### src/rtl/hybridift_axi128_pkg.sv
// Shared types for the 128-bit CPU-to-memory AXI path.
// Each *_chan_t packs one channel's payload and leaves out valid/ready.
// Fields are listed MSB-first, in the same order the top level uses to
// pack and unpack the bundles.
package hybridift_axi128_pkg;

  localparam int ID_W   = 8;
  localparam int ADDR_W = 40;
  localparam int DATA_W = 128;
  localparam int STRB_W = 16;

  // Write address: 68 bits.
  typedef struct packed {
    logic [ID_W-1:0]   id;
    logic [ADDR_W-1:0] addr;
    logic [7:0]        len;
    logic [2:0]        size;
    logic [1:0]        burst;
    logic [3:0]        cache;
    logic [2:0]        prot;
  } aw_chan_t;

  // Write data: 153 bits.
  typedef struct packed {
    logic [ID_W-1:0]   id;
    logic [DATA_W-1:0] data;
    logic [STRB_W-1:0] strb;
    logic              last;
  } w_chan_t;

  // Write response: 10 bits.
  typedef struct packed {
    logic [ID_W-1:0] id;
    logic [1:0]      resp;
  } b_chan_t;

  // Read address: 68 bits.
  typedef struct packed {
    logic [ID_W-1:0]   id;
    logic [ADDR_W-1:0] addr;
    logic [7:0]        len;
    logic [2:0]        size;
    logic [1:0]        burst;
    logic [3:0]        cache;
    logic [2:0]        prot;
  } ar_chan_t;

  // Read data: 139 bits.
  typedef struct packed {
    logic [ID_W-1:0]   id;
    logic [DATA_W-1:0] data;
    logic [1:0]        resp;
    logic              last;
  } r_chan_t;

endpackage

### src/rtl/hybridift_axi_skid.sv
// Two-entry skid buffer for one AXI channel.
// The buffer has a main register that drives the outputs and a skid register
// that holds one beat while the sink stalls.
// Handshake: a beat transfers on a rising clk edge when valid and ready are
// both high. A source holds valid and its data stable until it sees ready,
// and valid never drops without a transfer.
// Ports:
//   clk, rst_b          clock and asynchronous active-low reset
//   in_valid/in_ready   upstream handshake; in_data carries the payload
//   out_valid/out_ready downstream handshake; out_data carries the payload
// With SLICE=0 the channel is plain wires.
module hybridift_axi_skid #(
  parameter type T     = logic,
  parameter bit  SLICE = 1'b1
) (
  input  logic clk,
  input  logic rst_b,
  input  logic in_valid,
  output logic in_ready,
  input  T     in_data,
  output logic out_valid,
  input  logic out_ready,
  output T     out_data
);

  if (SLICE) begin : g_reg
    logic main_vld;
    logic skid_vld;
    T     main_data;
    T     skid_data;
    logic in_fire;
    logic main_free;

    // in_ready depends only on a register, so no ready path runs through.
    assign in_ready  = !skid_vld;
    assign out_valid = main_vld;
    assign out_data  = main_data;
    assign in_fire   = in_valid && in_ready;
    // main_free means main is empty or is being consumed this cycle.
    // Skid is only ever occupied while main is full.
    assign main_free = !main_vld || out_ready;

    always_ff @(posedge clk or negedge rst_b) begin
      if (!rst_b) begin
        main_vld  <= 1'b0;
        skid_vld  <= 1'b0;
        main_data <= '0;
        skid_data <= '0;
      end else if (main_free) begin
        // When skid holds a beat, in_ready is low, so no new beat can
        // arrive in the same cycle.
        if (skid_vld) begin
          main_data <= skid_data;
          main_vld  <= 1'b1;
          skid_vld  <= 1'b0;
        end else if (in_fire) begin
          main_data <= in_data;
          main_vld  <= 1'b1;
        end else begin
          main_vld  <= 1'b0;
        end
      end else if (in_fire) begin
        skid_data <= in_data;
        skid_vld  <= 1'b1;
      end
    end
  end else begin : g_wire
    logic unused_clk_rst;
    assign unused_clk_rst = clk ^ rst_b;
    assign in_ready       = out_ready;
    assign out_valid      = in_valid;
    assign out_data       = in_data;
  end

endmodule

### src/rtl/hybridift_axi_slice128.sv
// Register slice on all five AXI channels between the CPU (*_s0) and
// hybridift_axi_slave128 (*_m0).
// Every valid/ready path between the CPU and the slave is cut.
// Each channel still carries one beat per cycle and keeps beat order.
// Ports:
//   pll_core_cpuclk, pad_cpu_rst_b   clock and asynchronous active-low reset
//   aw/w/ar *_s0  inputs from the CPU     -> aw/w/ar *_m0 outputs to the slave
//   b/r *_m0      inputs from the slave   -> b/r *_s0 outputs to the CPU
// Each *_SLICE parameter selects registered (1) or wire (0) for that channel.
module hybridift_axi_slice128
  import hybridift_axi128_pkg::*;
#(
  parameter bit AW_SLICE = 1'b1,
  parameter bit W_SLICE  = 1'b1,
  parameter bit B_SLICE  = 1'b1,
  parameter bit AR_SLICE = 1'b1,
  parameter bit R_SLICE  = 1'b1
) (
  input  logic              pll_core_cpuclk,
  input  logic              pad_cpu_rst_b,
  // AW, CPU side
  input  logic              awvalid_s0,
  output logic              awready_s0,
  input  logic [ID_W-1:0]   awid_s0,
  input  logic [ADDR_W-1:0] awaddr_s0,
  input  logic [7:0]        awlen_s0,
  input  logic [2:0]        awsize_s0,
  input  logic [1:0]        awburst_s0,
  input  logic [3:0]        awcache_s0,
  input  logic [2:0]        awprot_s0,
  // W, CPU side
  input  logic              wvalid_s0,
  output logic              wready_s0,
  input  logic [ID_W-1:0]   wid_s0,
  input  logic [DATA_W-1:0] wdata_s0,
  input  logic [STRB_W-1:0] wstrb_s0,
  input  logic              wlast_s0,
  // B, CPU side
  output logic              bvalid_s0,
  input  logic              bready_s0,
  output logic [ID_W-1:0]   bid_s0,
  output logic [1:0]        bresp_s0,
  // AR, CPU side
  input  logic              arvalid_s0,
  output logic              arready_s0,
  input  logic [ID_W-1:0]   arid_s0,
  input  logic [ADDR_W-1:0] araddr_s0,
  input  logic [7:0]        arlen_s0,
  input  logic [2:0]        arsize_s0,
  input  logic [1:0]        arburst_s0,
  input  logic [3:0]        arcache_s0,
  input  logic [2:0]        arprot_s0,
  // R, CPU side
  output logic              rvalid_s0,
  input  logic              rready_s0,
  output logic [ID_W-1:0]   rid_s0,
  output logic [DATA_W-1:0] rdata_s0,
  output logic [1:0]        rresp_s0,
  output logic              rlast_s0,
  // AW, slave side
  output logic              awvalid_m0,
  input  logic              awready_m0,
  output logic [ID_W-1:0]   awid_m0,
  output logic [ADDR_W-1:0] awaddr_m0,
  output logic [7:0]        awlen_m0,
  output logic [2:0]        awsize_m0,
  output logic [1:0]        awburst_m0,
  output logic [3:0]        awcache_m0,
  output logic [2:0]        awprot_m0,
  // W, slave side
  output logic              wvalid_m0,
  input  logic              wready_m0,
  output logic [ID_W-1:0]   wid_m0,
  output logic [DATA_W-1:0] wdata_m0,
  output logic [STRB_W-1:0] wstrb_m0,
  output logic              wlast_m0,
  // B, slave side
  input  logic              bvalid_m0,
  output logic              bready_m0,
  input  logic [ID_W-1:0]   bid_m0,
  input  logic [1:0]        bresp_m0,
  // AR, slave side
  output logic              arvalid_m0,
  input  logic              arready_m0,
  output logic [ID_W-1:0]   arid_m0,
  output logic [ADDR_W-1:0] araddr_m0,
  output logic [7:0]        arlen_m0,
  output logic [2:0]        arsize_m0,
  output logic [1:0]        arburst_m0,
  output logic [3:0]        arcache_m0,
  output logic [2:0]        arprot_m0,
  // R, slave side
  input  logic              rvalid_m0,
  output logic              rready_m0,
  input  logic [ID_W-1:0]   rid_m0,
  input  logic [DATA_W-1:0] rdata_m0,
  input  logic [1:0]        rresp_m0,
  input  logic              rlast_m0
);

  aw_chan_t aw_in, aw_out;
  w_chan_t  w_in,  w_out;
  b_chan_t  b_in,  b_out;
  ar_chan_t ar_in, ar_out;
  r_chan_t  r_in,  r_out;

  assign aw_in = {awid_s0, awaddr_s0, awlen_s0, awsize_s0, awburst_s0, awcache_s0, awprot_s0};
  assign {awid_m0, awaddr_m0, awlen_m0, awsize_m0, awburst_m0, awcache_m0, awprot_m0} = aw_out;

  assign w_in = {wid_s0, wdata_s0, wstrb_s0, wlast_s0};
  assign {wid_m0, wdata_m0, wstrb_m0, wlast_m0} = w_out;

  assign b_in = {bid_m0, bresp_m0};
  assign {bid_s0, bresp_s0} = b_out;

  assign ar_in = {arid_s0, araddr_s0, arlen_s0, arsize_s0, arburst_s0, arcache_s0, arprot_s0};
  assign {arid_m0, araddr_m0, arlen_m0, arsize_m0, arburst_m0, arcache_m0, arprot_m0} = ar_out;

  assign r_in = {rid_m0, rdata_m0, rresp_m0, rlast_m0};
  assign {rid_s0, rdata_s0, rresp_s0, rlast_s0} = r_out;

  hybridift_axi_skid #(.T(aw_chan_t), .SLICE(AW_SLICE)) u_aw (
    .clk(pll_core_cpuclk), .rst_b(pad_cpu_rst_b),
    .in_valid(awvalid_s0), .in_ready(awready_s0), .in_data(aw_in),
    .out_valid(awvalid_m0), .out_ready(awready_m0), .out_data(aw_out));

  hybridift_axi_skid #(.T(w_chan_t), .SLICE(W_SLICE)) u_w (
    .clk(pll_core_cpuclk), .rst_b(pad_cpu_rst_b),
    .in_valid(wvalid_s0), .in_ready(wready_s0), .in_data(w_in),
    .out_valid(wvalid_m0), .out_ready(wready_m0), .out_data(w_out));

  hybridift_axi_skid #(.T(b_chan_t), .SLICE(B_SLICE)) u_b (
    .clk(pll_core_cpuclk), .rst_b(pad_cpu_rst_b),
    .in_valid(bvalid_m0), .in_ready(bready_m0), .in_data(b_in),
    .out_valid(bvalid_s0), .out_ready(bready_s0), .out_data(b_out));

  hybridift_axi_skid #(.T(ar_chan_t), .SLICE(AR_SLICE)) u_ar (
    .clk(pll_core_cpuclk), .rst_b(pad_cpu_rst_b),
    .in_valid(arvalid_s0), .in_ready(arready_s0), .in_data(ar_in),
    .out_valid(arvalid_m0), .out_ready(arready_m0), .out_data(ar_out));

  hybridift_axi_skid #(.T(r_chan_t), .SLICE(R_SLICE)) u_r (
    .clk(pll_core_cpuclk), .rst_b(pad_cpu_rst_b),
    .in_valid(rvalid_m0), .in_ready(rready_m0), .in_data(r_in),
    .out_valid(rvalid_s0), .out_ready(rready_s0), .out_data(r_out));

endmodule
### config.mk
export PLATFORM = sky130hd
export DESIGN_NAME = hybridift_axi_slice128
export DESIGN_NICKNAME = d
export VERILOG_FILES = /design/src/rtl/hybridift_axi128_pkg.sv /design/src/rtl/hybridift_axi_skid.sv /design/src/rtl/hybridift_axi_slice128.sv
export SDC_FILE = /design/constraint.sdc
export NUM_CORES = 1
export LEC_CHECK = 0
export ABC_AREA = 0
export ABC_CLOCK_PERIOD_IN_PS = 1900
export CELL_PAD_IN_SITES_DETAIL_PLACEMENT = 1
export CELL_PAD_IN_SITES_GLOBAL_PLACEMENT = 2
export CORE_AREA = 2 2 353 355
export DETAILED_ROUTE_END_ITERATION = 6
export DIE_AREA = 0 0 355 357
export HOLD_SLACK_MARGIN = 0.03
export PLACE_DENSITY_LB_ADDON = 0.15
export SLEW_MARGIN = 5
export SYNTH_ARGS = -nofsm -noshare
export SYNTH_HDL_FRONTEND = slang
export SYNTH_HIERARCHICAL = 1
export SYNTH_SLANG_ARGS = --single-unit
### constraint.sdc
create_clock -name pll_core_cpuclk -period 1.9 [get_ports pll_core_cpuclk]
set_input_delay 0.38 -clock pll_core_cpuclk [delete_from_list [all_inputs] [get_ports pll_core_cpuclk]]
set_output_delay 0.38 -clock pll_core_cpuclk [all_outputs]
set_load 0.01 [all_outputs]
* After elaboration in Yosys (flattened, before gate mapping)
Cells that the tools add are included.
** Storage, ports and cells
- Word-level logic and storage cells :: 133
- Output and inout port bits :: 448
- Flip-flop bits (word level) :: 886
** Cells by class
- Muxes and demuxes :: 30
- Reductions and logical operators :: 40
- Bitwise gates (word level) :: 5
** Operator list (number)
- two-way mux 153 bit :: 2
- two-way mux 139 bit :: 2
- two-way mux 68 bit :: 4
- two-way mux 1 bit :: 20
- two-way mux 10 bit :: 2
- AND reduction 2 bit :: 10
- nonzero test 2 bit :: 10
- logical NOT 1 bit :: 10
- logical AND 1 bit :: 5
- logical OR 1 bit :: 5
- NOT 1 bit :: 5

* Logic depth before layout (Yosys ltp)
- Depth after elaboration :: 4
- Mapped depth :: 7

* Hierarchy
The synthesis kept the hierarchy.
** Modules (own cells, without submodules)
- hybridift_axi_skid at u_w :: cells each 825, times used 1, area an instance 13815.8 um^2
- hybridift_axi_skid at u_r :: cells each 750, times used 1, area an instance 12174.2 um^2
- hybridift_axi_skid at u_ar ... :: cells each 372, times used 2, area an instance 6043.3 um^2
- hybridift_axi_skid at u_b :: cells each 62, times used 1, area an instance 1027.2 um^2

* Worst setup path after synthesis
No wires, ideal clock.
- Path type :: in2reg
- Start :: input wready_m0
- End :: register u_w/g_reg.skid_data[100] (netlist bit)
- Buffers on the path :: 3
- Stages :: 6
- Slack :: 320 ps
- Data arrival time :: 1456 ps
- Cell sequence :: nand2b_4 > nor3b_2 > buf_2 > buf_6 > buf_6 > mux2_2
** On the way
- Word-level cells in the longest chain between the ends :: 3
** Ends and longest elaborated chain
- from (decl) :: line hybridift_axi_slice128.sv:72 : input logic wready_m0,
- logical OR 1 bit :: line hybridift_axi_skid.sv:41 : assign main_free = !main_vld || out_ready;
- NOT 1 bit (no source line)
- AND reduction 2 bit (no source line)
- to (signal assigned) :: line hybridift_axi_skid.sv:63 : skid_data <= in_data;
- to (decl) :: line hybridift_axi_skid.sv:30 : T skid_data;
Every way passes these cells.
A chain may end at the register's enable or synchronous reset.

* Final worst setup path
- Start :: register u_r.g_reg.skid_vld
- End :: register u_r/g_reg.skid_data[121] (netlist bit)
** On the way
- Word-level cells in the longest chain between the ends :: 3
** Ends and longest elaborated chain
- from (decl) :: line hybridift_axi_skid.sv:28 : logic skid_vld;
- from (signal assigned) :: line hybridift_axi_skid.sv:46 : skid_vld <= 1'b0;
- from (signal assigned) :: line hybridift_axi_skid.sv:55 : skid_vld <= 1'b0;
- from (signal assigned) :: line hybridift_axi_skid.sv:64 : skid_vld <= 1'b1;
- logical NOT 1 bit :: line hybridift_axi_skid.sv:35 : assign in_ready = !skid_vld;
- logical AND 1 bit :: line hybridift_axi_skid.sv:38 : assign in_fire = in_valid && in_ready;
- AND reduction 2 bit (no source line)
- to (signal assigned) :: line hybridift_axi_skid.sv:63
- to (decl) :: line hybridift_axi_skid.sv:30
Every way passes these cells.

==> impl_metrics.py <==
metrics = {
    "run_status": {
        "status": "completed",
    },
    "power_and_ir_drop": {
        "powerDensity_nw_per_um2": 1130,
        "ir_drop_mv": 0.680,
        "p_leak_nw": 23.4,
        "finalPower_w": 0.0615,
    },
    "floorplan": {
        "start_util_pct": 31.8,
        "pin_count": 898,
        "row_count": 129,
        "die_h_um": 357,
        "die_w_um": 355,
        "coreArea_um2": 123000,
        "dieArea_um2": 127000,
    },
    "critical_path": {
        "critical_path.endpoint": "u_r/g_reg.skid_data[121]",
        "r2r_start": "u_r/g_reg.skid_vld",
        "cp_data_required_time_ns": 2.45,
        "crit_fanout": 6,
        "reg2reg_setup_slack_ns": 0.02,
        "end_kind": "flop",
        "startpoint_type": "flop",
        "startpoint": "u_r/g_reg.skid_vld",
        "reg2reg_to": "u_r/g_reg.skid_data[121]",
        "cp.arrival_ns": 2.43,
        "r2r_cells": 6,
        "worstSetupPathType": "reg -> reg",
    },
    "global_route": {
        "grt_antenna_before_repair": 49,
        "grt_pass1_wl_um": 185000,
        "grt_pass1_vias": 27600,
        "grt_max_degree": 98,
        "grt_use_total_pct": 19.6,
        "grt_overflow_total": 0,
    },
    "timing": {
        "fin_skew_ns": 0.0202,
        "grt_setup_unrepaired": "yes",
        "fmax_mhz": 531,
        "worst_pin_slew_ns": 0.543,
        "whs_ns": 0.165,
        "drv_slew": 0,
        "slew_headroom_pct": 63.8,
        "period_share_pct": 99.1,
        "finalHoldViolations": 0,
        "final.min_clock_period_ns": 1.88,
        "setup_viol": 0,
    },
    "clocking": {
        "cts.sinks": 886,
        "clk_pin_slew_ns": 0.06,
        "cts_buffer_depth": 3,
        "htreeDepth": 3,
        "root_buffer": "clkbuf_16",
        "clk_latency_ns": 0.68,
        "cts_tree": "built",
        "numCtsBuffers": 104,
    },
    "placement": {
        "post-dp-hpwl_um": 95400,
        "port-buffer-count": 897,
        "gp_congestion": 0.807,
        "placed_cell_area_um2": 51000,
    },
    "logic_synthesis": {
        "yosysSeqAreaShare_pct": 56.7,
        "synth_top_cell_by_area": "dfrtp_1",
        "synth_top_area_share_pct": 56.7,
        "synth_cells": 2381,
        "synth_warnings": 6,
        "synth_cell_types": 19,
        "synth_ff_type": "dfrtp_1",
        "syn_area_per_cell_um2": 16.4,
        "synth-async-reset-ratio_pct": 100,
        "synthTopCellsByArea": "dfrtp_1 57%, mux2_2 28%, mux2_4 7.1%",
        "synth_fp_nets": 2831,
        "syn_area_um2": 39100,
        "synth_seq_cells": 886,
        "synth_enable_flop_cells": 0,
        "synth_most_common_cell": "mux2_2",
        "synth_common_cells": "965 x mux2_2, 886 x dfrtp_1, 185 x mux2_4, 164 x mux2_1, 63 x buf_6",
    },
    "route": {
        "routed_wl_um": 126000,
        "wire_per_inst_um": 24.5,
        "routed_via_density": 4.67,
        "dr.pass1.iters": 4,
        "drc": 0,
        "drt_iter0_drc": 721,
        "drt.antenna.violating_nets": 0,
        "vias": 24100,
    },
    "finish": {
        "area_growth_pct": 38.9,
        "fin_nets": 3867,
        "layout-drive-gt1-share_pct": 43.6,
        "fin_area_um2": 54300,
    },
    "flow_run": {
        "maxCapViolCount": 0,
    },
    "min_path": {
        "hold_path_class": "in -> async",
    },
}
## worst min path at each step
stage                                    endpoint     startpoint  slack (ns)
after floorplan           u_ar/g_reg.skid_data[0]  pad_cpu_rst_b        0.08
after global placement     u_b/g_reg.skid_data[1]  pad_cpu_rst_b        0.27
after detailed placement          u_b/out_data[1]  pad_cpu_rst_b        0.27
after CTS                         u_b/out_data[1]  pad_cpu_rst_b        0.11
after global routing              u_b/out_data[1]  pad_cpu_rst_b        0.16
final                             u_b/out_data[1]  pad_cpu_rst_b        0.17
## power by group
group          internal, W  switching, W
logic              0.00868       0.00652
registers           0.0234       0.00238
clock network       0.0123       0.00821
## area by class of cell
type | instances | area, µm²
well taps | 1637 | 2050
clock buffers | 156 | 3120
fillers | 12300 | 68700
diodes | 22 | 55.1
repair buffers | 1076 | 10700
flip-flops and latches | 886 | 22200
clock inverters | 32 | 394
inverters | 5 | 26.3
multi-input cells | 1344 | 15800
## cells in the final DEF (no fill, tap or decap), types with 6 or more instances in the layout
cell type / count
buf_12: 65
clkbuf_1: 22
diode_2: 22
dfrtp_1: 881
clkinv_2: 18
clkdlybuf4s50_1: 448
mux2_2: 965
mux2_4: 185
clkbuf_8: 28
dlygate4sd2_1: 435
clkbuf_16: 109
buf_4: 104
bufinv_16: 7
nor2_1: 7
mux2_1: 164
clkdlybuf4s15_1: 6
## flip-flops by register name (all words and copies together) (netlist names), 10 cells and up
name and flops:
u_r/out_data 139, u_w/out_data 153, u_aw/out_data 68, u_w/g_reg.skid_data 153
u_b/out_data 10, u_ar/out_data 68, u_r/g_reg.skid_data 139, u_aw/g_reg.skid_data 68
u_ar/g_reg.skid_data 68, u_b/g_reg.skid_data 10
## logic make-up after synthesis
logic type	synth area share [%]
mux	39.6
flops	56.7
buf+inv	3.04
simple gates	0.624
compound gates	0.0192
## worst max-delay path, cell delays in order (launching register included)
cell and delay [ns]:
dfrtp_4 0.50, buf_8 0.16, nor3b_4 0.23, buf_6 0.18, clkbuf_16 0.18, buf_4 0.16
mux2_1 0.34
## per-layer routing
layer	wire length, µm	global-route usage, %	up-vias
met5	243	0	-
met4	4910	8.13	38
met3	9190	6.29	233
met2	66700	35.5	642
met1	45200	20.8	12500
li1	-	-	10700
## per-stage QoR
stage / setup WS (ns) / utilization [%] / setup TNS, ns / instances
floorplan: 0.320 / - / 0 / 2381
global placement: -0.221 / 41.5 / -102.02 / 4928
detailed placement: -0.236 / 41.5 / -116.95 / 4928
CTS: -0.0252 / 44.0 / -0.0385 / 5126
global route: -0.0275 / 44.2 / -0.420 / 5155
finish: 0.0179 / 44.2 / 0 / 5158
## what timing repair did
item	CTS	global route
endpoints found under the hold margin	321	0
endpoints found under the setup margin	448	22
gates cloned	1	3
pin swaps	0	0
setup buffers	8	7
hold buffers	1	0
resized for setup	479	8
Note: power is estimated with default switching activity, not from simulation.
